==> src/rtl/cache_mem_requester_pkg.sv <==
// Shared definitions for the cache miss requester: block size, address width, FSM state encoding.
// The optional writeback path is enabled by defining CACHE_WRITEBACK_EN.
package cache_mem_requester_pkg;

    localparam int unsigned Memory_Block_Size = 128;
    localparam int unsigned BLOCK_ADDR_W      = 10;
    localparam int unsigned TMR_W             = 8;

    typedef enum logic [2:0] {
        ST_IDLE    = 3'd0,
        ST_WB      = 3'd1,
        ST_WB_HOLD = 3'd2,
        ST_RD      = 3'd3,
        ST_DONE    = 3'd4
    } state_e;

    function automatic logic [TMR_W-1:0] tmr_count(input int unsigned cycles);
        return TMR_W'(cycles);
    endfunction

endpackage

==> src/rtl/cache_mem_requester_timer.sv <==
// mem_req_timer: loadable down-counter that only counts while enabled and flags its last counted cycle.
// Shared by the writeback and read phases of the requester.
module mem_req_timer
    import cache_mem_requester_pkg::*;
#(
    parameter int unsigned W = TMR_W
) (
    input  logic         clk,
    input  logic         rst,
    input  logic         load_i,
    input  logic [W-1:0] load_val_i,
    input  logic         en_i,
    output logic         tc_o
);

    logic [W-1:0] cnt_q;
    logic [W-1:0] cnt_d;

    always_comb begin
        cnt_d = cnt_q;
        if (load_i) begin
            cnt_d = load_val_i;
        end else if (en_i && (cnt_q != '0)) begin
            cnt_d = cnt_q - W'(1);
        end
    end

    // NOTE: state registers use non-blocking assignments and a synchronous reset checked first inside the clocked block.
    always_ff @(posedge clk) begin
        if (rst) begin
            cnt_q <= '0;
        end else begin
            cnt_q <= cnt_d;
        end
    end

    // The edge that consumes the last remaining count is the terminal one.
    assign tc_o = en_i && (cnt_q == W'(1));

endmodule

==> src/rtl/cache_mem_requester.sv <==
// Cache-side initiator: optional dirty-victim writeback, then block fetch, returned as a one-cycle refill strobe.
// Writeback path compiled in only when CACHE_WRITEBACK_EN is defined; otherwise Wr and din are tied low.
module cache_mem_requester
    import cache_mem_requester_pkg::*;
#(
    parameter int unsigned RD_LAT    = 2,
    parameter int unsigned WR_CYCLES = 2,
    parameter int unsigned ADDR_W    = BLOCK_ADDR_W
) (
    input  logic                         clk,
    input  logic                         rst,
    input  logic                         miss_req,
    input  logic [ADDR_W-1:0]            miss_addr,
    input  logic                         victim_dirty,
    input  logic [ADDR_W-1:0]            victim_addr,
    input  logic [Memory_Block_Size-1:0] victim_data,
    output logic                         refill_valid,
    output logic [Memory_Block_Size-1:0] refill_data,
    output logic                         busy,
    output logic [15:0]                  miss_count,
    output logic                         Req_Low,
    output logic [ADDR_W-1:0]            addr,
    output logic [Memory_Block_Size-1:0] din,
    output logic                         Wr,
    input  logic [Memory_Block_Size-1:0] dout,
    input  logic                         Rdy_Low
);

    localparam logic [TMR_W-1:0] RD_LOAD = tmr_count(RD_LAT);

    state_e                         state_q;
    logic [ADDR_W-1:0]              miss_addr_q;
    logic [ADDR_W-1:0]              addr_q;
    logic [Memory_Block_Size-1:0]   refill_data_q;
    logic                           refill_valid_q;
    logic                           busy_q;
    logic                           req_low_q;
    logic [15:0]                    miss_count_q;
    logic [15:0]                    miss_count_d;

    logic                           accept;
    logic                           go_wb;
    logic                           tmr_load;
    logic [TMR_W-1:0]               tmr_load_val;
    logic                           tmr_en;
    logic                           tmr_tc;

    assign accept       = (state_q == ST_IDLE) && miss_req;
    assign miss_count_d = miss_count_q + 16'd1;

`ifdef CACHE_WRITEBACK_EN
    localparam logic [TMR_W-1:0] WR_LOAD = tmr_count(WR_CYCLES);

    logic                         wr_q;
    logic [Memory_Block_Size-1:0] din_q;

    assign go_wb        = victim_dirty;
    // The read count is reloaded during WB_HOLD, where the timer is idle.
    assign tmr_load     = accept || (state_q == ST_WB_HOLD);
    assign tmr_load_val = (accept && victim_dirty) ? WR_LOAD : RD_LOAD;
    assign tmr_en       = ((state_q == ST_WB) || (state_q == ST_RD)) && !Rdy_Low;
    assign Wr           = wr_q;
    assign din          = din_q;
`else
    logic unused_victim;

    assign go_wb         = 1'b0;
    assign tmr_load      = accept;
    assign tmr_load_val  = RD_LOAD;
    assign tmr_en        = (state_q == ST_RD) && !Rdy_Low;
    assign Wr            = 1'b0;
    assign din           = '0;
    assign unused_victim = ^{victim_dirty, victim_data, WR_CYCLES};
`endif

    mem_req_timer #(
        .W (TMR_W)
    ) u_timer (
        .clk        (clk),
        .rst        (rst),
        .load_i     (tmr_load),
        .load_val_i (tmr_load_val),
        .en_i       (tmr_en),
        .tc_o       (tmr_tc)
    );

    always_ff @(posedge clk) begin
        if (rst) begin
            state_q        <= ST_IDLE;
            miss_addr_q    <= '0;
            addr_q         <= '0;
            refill_data_q  <= '0;
            refill_valid_q <= 1'b0;
            busy_q         <= 1'b0;
            req_low_q      <= 1'b1;
            miss_count_q   <= '0;
`ifdef CACHE_WRITEBACK_EN
            wr_q           <= 1'b0;
            din_q          <= '0;
`endif
        end else begin
            unique case (state_q)
                ST_IDLE: begin
                    if (miss_req) begin
                        miss_addr_q  <= miss_addr;
                        miss_count_q <= miss_count_d;
                        busy_q       <= 1'b1;
                        req_low_q    <= 1'b0;
                        state_q      <= go_wb ? ST_WB : ST_RD;
                        addr_q       <= go_wb ? victim_addr : miss_addr;
`ifdef CACHE_WRITEBACK_EN
                        wr_q         <= victim_dirty;
                        if (victim_dirty) begin
                            din_q <= victim_data;
                        end
`endif
                    end
                end
`ifdef CACHE_WRITEBACK_EN
                ST_WB: begin
                    if (tmr_tc) begin
                        state_q   <= ST_WB_HOLD;
                        req_low_q <= 1'b1;
                        wr_q      <= 1'b0;
                    end
                end
                ST_WB_HOLD: begin
                    // addr/din keep the victim values here; memory registers Wr one cycle late.
                    state_q   <= ST_RD;
                    req_low_q <= 1'b0;
                    addr_q    <= miss_addr_q;
                end
`endif
                ST_RD: begin
                    if (tmr_tc) begin
                        state_q        <= ST_DONE;
                        refill_data_q  <= dout;
                        refill_valid_q <= 1'b1;
                        req_low_q      <= 1'b1;
                    end
                end
                ST_DONE: begin
                    state_q        <= ST_IDLE;
                    refill_valid_q <= 1'b0;
                    busy_q         <= 1'b0;
                end
                default: begin
                    state_q        <= ST_IDLE;
                    refill_valid_q <= 1'b0;
                    busy_q         <= 1'b0;
                    req_low_q      <= 1'b1;
                end
            endcase
        end
    end

    assign refill_valid = refill_valid_q;
    assign refill_data  = refill_data_q;
    assign busy         = busy_q;
    assign miss_count   = miss_count_q;
    assign Req_Low      = req_low_q;
    assign addr         = addr_q;

endmodule
==> config.mk <==
export PLATFORM = sky130hd
export DESIGN_NAME = cache_mem_requester
export DESIGN_NICKNAME = d
export VERILOG_FILES = /design/src/rtl/cache_mem_requester_pkg.sv /design/src/rtl/cache_mem_requester_timer.sv /design/src/rtl/cache_mem_requester.sv
export SDC_FILE = /design/constraint.sdc
export NUM_CORES = 1
export LEC_CHECK = 0
export CORE_AREA = 2 2 222 224
export CTS_BUF_LIST = sky130_fd_sc_hd__clkbuf_4 sky130_fd_sc_hd__clkbuf_8
export CTS_CLUSTER_DIAMETER = 100
export DETAILED_ROUTE_END_ITERATION = 6
export DIE_AREA = 0 0 224 226
export MAX_ROUTING_LAYER = met4
export PLACE_DENSITY_LB_ADDON = 0.1
export SLEW_MARGIN = 10
export SYNTH_ARGS = -nofsm -noshare
export SYNTH_HDL_FRONTEND = slang
export SYNTH_SLANG_ARGS = --single-unit
==> constraint.sdc <==
create_clock -name clk -period 3 [get_ports clk]
set_clock_uncertainty 0.05 [all_clocks]
set_input_delay 0.3 -clock clk [delete_from_list [all_inputs] [get_ports clk]]
set_output_delay 0.3 -clock clk [all_outputs]
set_load 0.01 [all_outputs]
==> results.json <==
{
  "run_status": "finished clean",
  "setup_violations": 0,
  "holdCritPathClass": "in -> reg",
  "die_height_um": 226,
  "dr_wl_met2_um": 11500,
  "synth_largest_area_cell": "sky130_fd_sc_hd__dfxtp_1",
  "nFillCells": 5394,
  "crit_path_start": "u_timer.cnt_q[2]",
  "slew_violations": 0,
  "synth.cell_area_mm2": 0.00708,
  "fin_area_mm2": 0.0106,
  "critical_path_start_type": "flop",
  "detailedPlacementHpwl_um": 16500,
  "relSlewSlack_pct": 52.2,
  "first_global_vias": 5760,
  "clk_pin_slew_worst_paths_ns": 0.10,
  "start_util_pct": 14.6,
  "drive_above_1_share_pct": 4.53,
  "cts_made_buffers": 17,
  "layout.nets": 1443,
  "max_freq_ghz": 0.416,
  "first_pass_iters": 7,
  "hold_path.startpoint": "rst",
  "post_synth_num_cell_types": 38,
  "drt-initial-drc-count": 165,
  "async_flop_share_pct": 0,
  "ys_warn_count": 0,
  "grt_max_degree": 87,
  "die_area_mm2": 0.0506,
  "floorplan.core_area_mm2": 0.0483,
  "pwr_dens_mw_per_mm2": 421,
  "worstPathMaxFanout": 44,
  "seq_area_mm2": 0.00334,
  "tritoncts_num_sinks": 167,
  "ctsHoldBuffers": 0,
  "critPathKind": "reg -> reg",
  "report.final.hold_viol_count": 0,
  "worst_setup_path_end_kind": "flop",
  "dpl-instance-area_mm2": 0.0102,
  "detail_route.wl_per_cell_um": 13.8,
  "floorplan.rows": 81,
  "synth.top_cells.by_area": "sky130_fd_sc_hd__dfxtp_1, sky130_fd_sc_hd__nand2_1, sky130_fd_sc_hd__buf_4",
  "post-route-min-period_ns": 2.41,
  "synth_edf_count": 0,
  "clk-insertion-delay-late_ns": 0.54,
  "cts-root-buf": "sky130_fd_sc_hd__clkbuf_8",
  "vias_per_cell": 3.46,
  "grt.total_usage_pct": 10.0,
  "leakagePower_nw": 3.65,
  "cp_data_arrival_time_ns": 2.75,
  "worst-slew-pin-transition_ns": 0.718,
  "post_syn_instances": 881,
  "setup-tns-final_ns": 0,
  "port_buffers": 298,
  "postCtsSetupBuffers": 0,
  "postRouteAntennaNets": 0,
  "syn_avg_cell_area_um2": 8.04,
  "grt_antenna_before_repair": 0,
  "max_cap_viol_count": 0,
  "boundaryPins": 567,
  "rr_startpoint": "u_timer.cnt_q[2]",
  "met1_length_um": 11000,
  "critical_path_required_ns": 3.35,
  "clockBufferDepth": 2,
  "global_route_wire_length_before_repair_um": 36100,
  "synthFlopType": "sky130_fd_sc_hd__dfxtp_1",
  "wl_met3_um": 1860,
  "drt_drc_violations_left": 0,
  "top_layer_used": "met4",
  "grt-ovfl-total": 0,
  "layout_worst_path_cycle_share_pct": 80.2,
  "syn2layout_area_growth_pct": 50.4,
  "worst_ir_drop_vdd_mv": 0.222,
  "area_taken_by_multi_input_logic_gates_mm2": 0.00296,
  "yosysSeqAreaShare_pct": 47.2,
  "ys_ff_latch": 167,
  "final_routed_wirelength_um": 24800,
  "antenna_cells_inserted": 0,
  "synth_largest_type_area_fraction_pct": 47.2,
  "routed-via-count": 6194,
  "die-width_um": 224,
  "cts_htree_levels": 4,
  "routabilityCongestion": 0.672,
  "cts_tree": "done",
  "cts_resized": 0,
  "grt_setup_unrepaired": "no"
}
-- synth_stat cells, types with 2 or more instances --
cell	n
sky130_fd_sc_hd__nand2_1	282
sky130_fd_sc_hd__dfxtp_1	167
sky130_fd_sc_hd__a21oi_1	148
sky130_fd_sc_hd__buf_4	129
sky130_fd_sc_hd__clkbuf_1	24
sky130_fd_sc_hd__nor2_1	20
sky130_fd_sc_hd__buf_2	14
sky130_fd_sc_hd__buf_6	11
sky130_fd_sc_hd__xnor2_1	9
sky130_fd_sc_hd__nand3_1	7
sky130_fd_sc_hd__inv_1	5
sky130_fd_sc_hd__nor3_1	5
sky130_fd_sc_hd__or3_1	5
sky130_fd_sc_hd__xor2_1	5
sky130_fd_sc_hd__ha_1	4
sky130_fd_sc_hd__nand4_1	4
sky130_fd_sc_hd__nor2b_1	4
sky130_fd_sc_hd__o21ai_0	4
sky130_fd_sc_hd__mux2_2	3
sky130_fd_sc_hd__nand2b_1	3
sky130_fd_sc_hd__nor4_1	3
sky130_fd_sc_hd__or3b_2	3
sky130_fd_sc_hd__or4_1	3
sky130_fd_sc_hd__and3_1	2
sky130_fd_sc_hd__buf_1	2
sky130_fd_sc_hd__nor3b_1	2
sky130_fd_sc_hd__o211ai_1	2
-- where the power goes --
| part | total, W | internal, W | switching [W] |
|---|---|---|---|
| Clock | 0.00179 | 0.000849 | 0.000940 |
| Combinational | 0.000437 | 0.000228 | 0.000210 |
| Sequential | 0.00225 | 0.00224 | 0.0000174 |
-- flip-flops by register name (all words and copies together), names as in the netlist --
| name | flops |
|---|---|
| refill_valid | 1 |
| refill_data | 128 |
| u_timer.cnt_q | 8 |
| busy | 1 |
| Req_Low | 1 |
| state_q | 2 |
| miss_count | 16 |
| addr | 10 |
-- final timing paths --
path	end	slack, ns	cells past startpoint
worst max register to register	refill_data[10]	0.59	5
worst min register to register	refill_data[83]	0.41	2
worst max-delay path	refill_data[10]	0.59	5
worst min-delay path	state_q[2]	0.23	2
-- logic make-up (layout without fill, tap and decap cells) --
group / after synthesis / in the layout / synth area share (%)
compound gates: 159 / 159 / 11.5
xor+xnor: 14 / 14 / 1.73
fa+ha+maj: 4 / 4 / 0.707
buf+inv: 185 / 346 / 18.1
flops: 167 / 167 / 47.2
mux: 3 / 3 / 0.477
other cells: 1 / 129 / 0.0530
simple gates: 348 / 348 / 20.3
-- final cells by class --
type | instances | area share (%)
clock inverter | 7 | 0.881
inverter | 5 | 0.176
clock buffer | 24 | 2.93
multi-input combinational | 657 | 27.8
tap | 622 | 7.31
sequential | 167 | 31.4
timing repair buffer | 310 | 29.5
-- per-stage QoR --
stage | utilization (%) | worst slack [ns] | instances | hold WS, ns | total power [W]
floorplan | - | 0.831 | 1009 | 0.386 | 0.00260
global placement | 21.2 | 0.437 | 1761 | 0.392 | 0.00275
detailed placement | 21.2 | 0.439 | 1761 | 0.396 | 0.00275
CTS | 22.0 | 0.542 | 1792 | 0.140 | 0.00466
global route | 22.0 | 0.455 | 1792 | 0.178 | 0.00476
finish | 22.0 | 0.594 | 1792 | 0.229 | 0.00448
-- critical path, cell delays in order, from the launching register on --
cell and delay, ns:
sky130_fd_sc_hd__dfxtp_1 0.35, sky130_fd_sc_hd__or4_1 0.71, sky130_fd_sc_hd__or4_4 0.60, sky130_fd_sc_hd__buf_4 0.30, sky130_fd_sc_hd__nand2_1 0.14, sky130_fd_sc_hd__a21oi_1 0.07
-- per-layer routing --
metal,vias up,GRT usage (%)
met1,2818,11.8
li1,3133,-
met2,218,15.0
met3,25,3.96
met4,0,4.52
met5,-,-
-- cells in the final DEF (no fill, tap or decap), drive strengths merged, types with 2 or more instances in the layout --
cell / n
ha: 4
nand2: 282
o211ai: 2
buf: 13
nand2b: 3
o21ai: 4
and3: 2
clkinv: 3
mux2: 3
xnor2: 9
xor2: 5
nor3: 5
nand3: 7
nor2: 20
conb: 129
or4: 3
inv: 5
bufinv: 2
clkbuf: 24
nor4: 4
clkinvlp: 2
clkdlybuf4s50: 297
a21oi: 148
or3: 5
or3b: 3
nor3b: 2
nand4: 4
dfxtp: 167
nor2b: 4
Power figures use the tool's default switching activity.
